$ cat config.mk
export PLATFORM = sky130hd
export DESIGN_NAME = chord_note_sequencer
export DESIGN_NICKNAME = d
export VERILOG_FILES = /design/src/rtl/chord_note_sequencer.sv
export SDC_FILE = /design/constraint.sdc
export NUM_CORES = 1
export LEC_CHECK = 0
export BUFFER_PORTS_ARGS = -buffer_cell sky130_fd_sc_hd__buf_2
export CORE_MARGIN = 2
export CORE_UTILIZATION = 55
export DETAILED_ROUTE_END_ITERATION = 8
export PLACE_DENSITY_LB_ADDON = 0.05
export SYNTH_ARGS = -nofsm -noshare
export SYNTH_HDL_FRONTEND = slang
export SYNTH_SLANG_ARGS = --single-unit
$ cat constraint.sdc
create_clock -name clk -period 4 [get_ports clk]
set_input_delay 1 -clock clk [delete_from_list [all_inputs] [get_ports clk]]
set_output_delay 1 -clock clk [all_outputs]
set_load 0.03 [all_outputs]
$ cat src/rtl/chord_note_sequencer.sv
`timescale 1ns/1ps
// Note sequencer for the chords datapath: buffers {freq, duration} events in a small
// queue and plays them one at a time, timing notes and gaps in audio sample ticks.
module chord_note_sequencer #(
  parameter int FREQ_BITS   = 24,
  parameter int DUR_BITS    = 16,
  parameter int FIFO_DEPTH  = 4,
  parameter int GAP_SAMPLES = 8
) (
  input  logic                          clk,
  input  logic                          reset,
  input  logic                          new_sample_ready,
  input  logic                          note_valid,
  output logic                          note_ready,
  input  logic [FREQ_BITS-1:0]          note_freq,
  input  logic [DUR_BITS-1:0]           note_duration,
  input  logic                          flush,
  output logic [FREQ_BITS-1:0]          base_note_freq,
  output logic                          base_note_active,
  output logic                          note_done,
  output logic                          busy,
  output logic [$clog2(FIFO_DEPTH):0]   fifo_count,
  output logic [1:0]                    dbg_state_o
);

  localparam int PTR_W = $clog2(FIFO_DEPTH);
  localparam int CNT_W = PTR_W + 1;
  localparam int GAP_W = (GAP_SAMPLES < 2) ? 1 : $clog2(GAP_SAMPLES + 1);

  localparam logic [1:0] ST_IDLE = 2'd0;
  localparam logic [1:0] ST_PLAY = 2'd1;
  localparam logic [1:0] ST_GAP  = 2'd2;

  localparam logic [CNT_W-1:0] DEPTH_C = CNT_W'(FIFO_DEPTH);
  localparam logic [GAP_W-1:0] GAP_C   = GAP_W'(GAP_SAMPLES);

  logic [1:0]           state_q, state_d;
  logic [PTR_W-1:0]     wr_ptr_q, wr_ptr_d;
  logic [PTR_W-1:0]     rd_ptr_q, rd_ptr_d;
  logic [CNT_W-1:0]     count_q, count_d;
  logic [FREQ_BITS-1:0] freq_q, freq_d;
  logic                 active_q, active_d;
  logic                 done_q, done_d;
  logic [DUR_BITS-1:0]  remaining_q, remaining_d;
  logic [GAP_W-1:0]     gap_q, gap_d;

  logic [FREQ_BITS-1:0] freq_mem_q [FIFO_DEPTH];
  logic [DUR_BITS-1:0]  dur_mem_q  [FIFO_DEPTH];

  logic                 accept;
  logic                 push;
  logic                 pop;
  logic [FREQ_BITS-1:0] head_freq;
  logic [DUR_BITS-1:0]  head_dur;

  // Handshake: a note transfers on any rising edge where note_valid && note_ready.
  // note_ready depends only on the registered count plus reset/flush, never on note_valid.
  // A transferred zero-duration note is acknowledged but never stored.
  assign note_ready = reset && (count_q < DEPTH_C) && !flush;
  assign accept     = note_valid && note_ready;
  assign push       = accept && (note_duration != '0);
  assign pop        = reset && !flush && (state_q == ST_IDLE) && (count_q != '0);

  assign head_freq  = freq_mem_q[rd_ptr_q];
  assign head_dur   = dur_mem_q[rd_ptr_q];

  always_comb begin
    state_d     = state_q;
    wr_ptr_d    = wr_ptr_q;
    rd_ptr_d    = rd_ptr_q;
    count_d     = count_q;
    freq_d      = freq_q;
    active_d    = active_q;
    done_d      = 1'b0;
    remaining_d = remaining_q;
    gap_d       = gap_q;

    if (push) wr_ptr_d = wr_ptr_q + PTR_W'(1);
    if (pop)  rd_ptr_d = rd_ptr_q + PTR_W'(1);

    case ({push, pop})
      2'b10:   count_d = count_q + CNT_W'(1);
      2'b01:   count_d = count_q - CNT_W'(1);
      default: count_d = count_q;
    endcase

    case (state_q)
      ST_IDLE: begin
        if (pop) begin
          freq_d      = head_freq;
          active_d    = 1'b1;
          remaining_d = head_dur;
          state_d     = ST_PLAY;
        end
      end
      ST_PLAY: begin
        if (new_sample_ready) begin
          // Saturating compare keeps the counter from ever wrapping below zero.
          if (remaining_q <= DUR_BITS'(1)) begin
            active_d    = 1'b0;
            done_d      = 1'b1;
            remaining_d = '0;
            if (GAP_SAMPLES == 0) begin
              state_d = ST_IDLE;
            end else begin
              state_d = ST_GAP;
              gap_d   = GAP_C;
            end
          end else begin
            remaining_d = remaining_q - DUR_BITS'(1);
          end
        end
      end
      ST_GAP: begin
        if (new_sample_ready) begin
          if (gap_q <= GAP_W'(1)) begin
            gap_d   = '0;
            state_d = ST_IDLE;
          end else begin
            gap_d = gap_q - GAP_W'(1);
          end
        end
      end
      default: state_d = ST_IDLE;
    endcase

    // Flush silences the output but keeps the last frequency on base_note_freq.
    if (flush) begin
      state_d     = ST_IDLE;
      wr_ptr_d    = '0;
      rd_ptr_d    = '0;
      count_d     = '0;
      active_d    = 1'b0;
      done_d      = 1'b0;
      remaining_d = '0;
      gap_d       = '0;
    end
  end

  always_ff @(posedge clk) begin
    if (!reset) begin
      state_q     <= ST_IDLE;
      wr_ptr_q    <= '0;
      rd_ptr_q    <= '0;
      count_q     <= '0;
      freq_q      <= '0;
      active_q    <= 1'b0;
      done_q      <= 1'b0;
      remaining_q <= '0;
      gap_q       <= '0;
    end else begin
      state_q     <= state_d;
      wr_ptr_q    <= wr_ptr_d;
      rd_ptr_q    <= rd_ptr_d;
      count_q     <= count_d;
      freq_q      <= freq_d;
      active_q    <= active_d;
      done_q      <= done_d;
      remaining_q <= remaining_d;
      gap_q       <= gap_d;
    end
  end

  // Queue storage carries no reset; entries are only read after being written.
  always_ff @(posedge clk) begin
    if (push) begin
      freq_mem_q[wr_ptr_q] <= note_freq;
      dur_mem_q[wr_ptr_q]  <= note_duration;
    end
  end

  assign base_note_freq   = freq_q;
  assign base_note_active = active_q;
  assign note_done        = done_q;
  assign fifo_count       = count_q;
  assign busy             = (state_q != ST_IDLE) || (count_q != '0);
  assign dbg_state_o      = state_q;

endmodule

==> After elaboration in Yosys (flattened, before gate mapping) <==
Memory sizes are Yosys's and may differ from the RTL's. A register that Yosys moved wholly into a read port is not among the register bits.
Index checks and enable logic that the tools add are counted.
{ "classes": {"n_mul": 0, "magnitude_cmp": 3, "addsub": 6, "bitwise_logic": 3, "n_eq_ne": 9, "mux": 25, "div": 0, "n_reduce_logical": 24, "shift": 0} }
{ "ops": {"columns": ["cell", "n"], "rows": [
  ["$mux W16", 3],
  ["$pmux W16 S2", 1],
  ["$le A16 B1 Y1 const B", 1],
  ["$mux W4", 4],
  ["$reduce_bool A16 Y1", 1],
  ["$sub A16 B1 Y16 const B", 1],
  ["$mux W2", 7],
  ["$ne A2 B2 Y1 const B", 5],
  ["$pmux W4 S2", 1],
  ["$reduce_and A4 Y1", 2],
  ["$reduce_bool A2 Y1", 4],
  ["$logic_and A1 B1 Y1", 7],
  ["$mux W1", 6],
  ["$pmux W2 S3", 1],
  ["$pmux W3 S2", 1],
  ["$reduce_and A5 Y1", 1],
  ["$add A2 B1 Y2 const B", 2],
  ["$eq A2 B1 Y1 const B", 2],
  ["$eq A2 B2 Y1 const B", 2],
  ["$le A4 B1 Y1 const B", 1],
  ["$reduce_or A4 Y1", 1],
  ["$sub A4 B1 Y4 const B", 1],
  ["$add A3 B1 Y3 const B", 1],
  ["$lt A3 B3 Y1 const B", 1],
  ["other kinds (10)", 13]
]} }
{ "word_totals": {"out_inout_bits": 33, "ramBits": 160, "latchBits": 0, "reg_bits": 31, "elab_cells": 80, "rom_bits": 0, "mem_count": 2} }
{ "mem_list": {"columns": ["name", "words", "word_bits", "rd", "rd_ports_with_merged_regs", "wr", "line", "text"], "rows": [
  ["freq_mem_q", 4, 24, 1, 1, 1, "47", "logic [FREQ_BITS-1:0] freq_mem_q [FIFO_DEPTH];"],
  ["dur_mem_q", 4, 16, 1, 1, 1, "48", "logic [DUR_BITS-1:0] dur_mem_q [FIFO_DEPTH];"]
]} }

==> Logic depth before layout (Yosys ltp) <==
{ "depth": {"ltp_word": 7, "ltp_mapped": 12, "ltp_nobuf": 10} }

==> Worst setup path before layout <==
OpenSTA, ideal clock, no wires.
{ "synth_timing": {"path_kind": "input to register", "from": "input flush", "to": "memory dur_mem_q[1][0] (enable)", "cell_stages": 6, "slack_ps": 400, "arrival_time_ps": 3199, "setup_time_ps": 401, "path_buffers": 2, "path_cell_list": "nand2b_1 -> clkbuf_1 -> nor2_1 -> and3_1 -> clkbuf_1 -> and2_1"} }
{ "synth_via": {"elab_chain_len": 6} }
{ "synth_lines": {"columns": ["item", "line", "text"], "rows": [
  ["from (decl)", "17", "input logic flush,"],
  ["$logic_not A1 Y1", "59", "assign note_ready = reset && (count_q < DEPTH_C) && !flush;"],
  ["$logic_and A1 B1 Y1", "59", null],
  ["net note_ready", "14", "output logic note_ready,"],
  ["$logic_and A1 B1 Y1", "60", "assign accept = note_valid && note_ready;"],
  ["$logic_and A1 B1 Y1", "61", "assign push = accept && (note_duration != '0);"],
  ["$mux W1", "166", "if (push) begin"],
  ["$mux W1 (implied by the code)", "168", "dur_mem_q[wr_ptr_q] <= note_duration;"],
  ["to (decl)", "48", null]
]} }
The timed path passes the listed nets, and every way through them passes these cells.

==> Worst setup path in the final report <==
{ "layout_timing": {"from": "input note_duration[12]", "to": "register count_q[2] (netlist: fifo_count[2])"} }
{ "layout_via": {"elab_chain_len": 4} }
{ "layout_lines": {"columns": ["item", "line", "text"], "rows": [
  ["from (decl)", "16", "input logic [DUR_BITS-1:0] note_duration,"],
  ["$reduce_bool A16 Y1 (*)", "61", null],
  ["$logic_and A1 B1 Y1 (*)", "61", null],
  ["$eq A2 B1 Y1 / $eq A2 B2 Y1 (equally long branches)", "81", "case ({push, pop})"],
  ["$pmux W3 S2 / $reduce_bool A2 Y1 (equally long branches)", null, null],
  ["to (signal assigned)", "155", "count_q <= count_d;"],
  ["to (decl)", "40", "logic [CNT_W-1:0] count_q, count_d;"]
]} }
Every way passes the cells marked *; elsewhere a longest branch is shown, timed or not.
A chain may end at the register's enable or synchronous reset.

==> results.cfg <==
[worst_setup_path]
worstPathRequired_ns = 4.43
worstSetupStartpointType = primary input
r2r-end = remaining_q[1]
r2r-start = remaining_q[0]
cp-end-kind = flop
ff2ff_setup_slack_ns = 1.71
path_max_fanout = 8
critPathKind = primary input to flop
reg2regPathDepth = 7
arrival_ns = 3.40

[finish]
fin_nets = 726
n_antenna_cell = 0
multi_input_area_um2 = 2610
post_route_cells_drive_above_1_share_pct = 25.4
final_util_pct = 64.1
fin_area_um2 = 10100
area_growth_pct = 14.9
nFillCells = 1184
ff_latch_area_um2 = 5950

[logic_synthesis]
synth.cells.most_frequent = edfxtp_1 (160), nand2_1 (63), dfxtp_1 (57)
synth_top_area_cell = edfxtp_1
synthCells = 592
synth.area.top_cells = edfxtp_1 (55%), dfxtp_1 (13%), mux4_2 (8.7%), nand2_1 (2.7%), a21boi_0 (2.1%)
synth_fp_nets = 647
seq_area_frac_synth_pct = 67.9
synthFlopType = edfxtp_1
synth.distinct_cells = 57
avgSynthCellArea_um2 = 14.8
ys_ff_latch = 217
netlist.area_leader.share_pct = 54.9
synthesis.area_um2 = 8760
synth_warnings = 0
postSynth.asyncResetShare_pct = 0
synth_edf_count = 160
yosysMostFrequentCell = edfxtp_1

[drt]
postRouteAntennaNets = 0
routed_wirelength_mm = 17.4
drt_iter0_drc = 331
drcViolationCount = 0
vias = 5156
via_per_inst = 5.70
dr.pass1.iters = 5
wl_per_cell_um = 19.2

[place]
portBuffers = 77
pre_cts_slack_ns = 0.486
postPlaceCellArea_um2 = 9350
place_congestion = 0.855
hpwlAfterDp_mm = 11.0

[power_and_ir_drop]
p_sw_share_pct = 20.2
p_comb_share_pct = 2.9
clkPwrFrac_pct = 43.4
switchingPower_mw = 0.917
p_total_mw = 4.54
ir_worst_vdd_v = 0.000575
p_int_mw = 3.62
p_seq_share_pct = 53.7
p_per_area_nw_per_um2 = 451
leakage_nw = 3.42

[cts]
clock-sinks = 217
h-tree-depth = 1
post_cts_buffers = 0
hold_buffers = 0
cts_resized = 0
clockBufferDepth = 3
clkTransAtPathRegs_ns = 0.06
cts_tree = built
clockRootBuffer = clkbuf_16
numCtsBuffers = 23
worst_skew_pair.late_latency_ns = 0.51

[sta]
slew_headroom_pct = 14.0
finalSetupTns_ns = 0
fin_ws_ns = 1.03
rsz0062_at_grt = no
hold_viol = 0
finalCriticalPeriod_ns = 2.97
max_freq_mhz = 336
drv_slew = 0
tightest_slew_ns = 1.29
fin_crit_sh_pct = 74.3
setup_viol = 0
clock_skew_ns = 0.0157

[grt]
grt_pass1_wl_mm = 28.0
globalRouteOverflowTotal = 0
grt_max_degree = 41
antenna_found_initial = 1
first_global_vias = 5267
grt_use_total_pct = 21.4

[die]
die_area_um2 = 16900
fp-row-count = 46
dieWidth_um = 130
core_area_um2 = 15700
start_util_pct = 55.7
die_h_um = 130
io_pins = 78

[worst_hold_path]
holdCritStartpoint = base_note_freq[6]
hold_path_depth = 2
hold_class = flop to flop
min_to = base_note_freq[6]

[outcome]
status = completed

[flow_run]
maxCapViolCount = 0
==> registers in the layout (all words and copies together) (netlist names), named ones only <==
signal / flops
fifo_count: 3
gap_q: 4
dur_mem_q: 64
rd_ptr_q: 2
note_done: 1
freq_mem_q: 96
remaining_q: 16
dbg_state_o: 2
wr_ptr_q: 2
base_note_active: 1
base_note_freq: 24
==> worst max path at each step <==
stage / from / to / slack [ns]
6_report: note_duration[12] / fifo_count[2] / 1.03
5_1_grt: note_duration[12] / fifo_count[2] / 0.91
4_1_cts: note_duration[12] / fifo_count[2] / 1.01
3_5_place_dp: note_duration[12] / fifo_count[2] / 0.49
3_3_place_gp: note_duration[12] / fifo_count[2] / 0.57
2_1_floorplan: flush / dur_mem_q[1][0] / 0.40
==> cells by family (layout without fill, tap and decap cells) <==
family / count (synthesis) / count (layout) / synth area share [%]
AOI/OAI and AO/OA: 118 / 118 / 9.13
xor gates and xnor gates: 5 / 5 / 0.500
adders and majority gates: 10 / 10 / 1.51
buffers and inverters: 50 / 146 / 2.39
DFF: 217 / 217 / 67.9
muxes: 48 / 48 / 10.3
and+or+nand+nor: 144 / 144 / 8.23
==> critical path, cell delays in order <==
cell and delay [ns]:
buf_2 0.12, nor4_1 0.48, nand4_1 0.19, and3_1 0.29, inv_1 0.09, ha_1 0.18
inv_1 0.06, fa_1 0.38, xor2_1 0.16, or3_1 0.30, a21oi_1 0.14
==> power by group through the flow <==
stage | combinational (mW) | clock (mW) | sequential [mW]
final | 0.132 | 1.97 | 2.44
after global routing | 0.145 | 2.10 | 2.44
after global placement | 0.129 | 0 | 2.49
after detailed placement | 0.132 | 0 | 2.49
after CTS | 0.133 | 2.01 | 2.44
after floorplan | 0.0647 | 0 | 2.49
==> through the flow <==
stage / hold WS [ns] / std cells
after floorplan: 0.461 / 592
after global placement: 0.446 / 862
after detailed placement: 0.455 / 862
after CTS: 0.463 / 904
after global routing: 0.496 / 904
final: 0.459 / 904
==> layer usage <==
metal / vias to the layer above / GRT usage [%] / share of wire (%)
li1: 2440 / - / -
met1: 2554 / 28.8 / 44
met2: 141 / 36.8 / 49
met3: 19 / 4.43 / 5.7
met4: 2 / 3.92 / 1.3
met5: - / 0 / 0.075
==> layout make-up <==
cell class	instances	area share, %
Sequential cell	217	59.1
Tap cell	216	2.69
Clock buffer	33	6.49
Clock inverter	9	0.584
Multi-Input combinational cell	325	25.9
Timing Repair Buffer	88	4.65
Inverter	16	0.597
==> placed cells by master (no fill, tap or decap), drive strengths merged, types with 5 or more instances in the layout <==
master | netlist | final
o31ai | 5 | 5
inv | 16 | 17
ha | 9 | 9
edfxtp | 160 | 160
nor2 | 18 | 18
clkinv | 0 | 8
o21ai | 28 | 28
mux2i | 14 | 14
dfxtp | 57 | 57
or3 | 7 | 7
nand3 | 6 | 6
nor3 | 9 | 9
o22ai | 6 | 6
clkbuf | 23 | 33
nand2 | 63 | 63
buf | 11 | 88
a21oi | 26 | 26
or4 | 5 | 5
a21boi | 24 | 24
mux4 | 34 | 34
nor4 | 12 | 12
(Power assumes the default switching activity.)
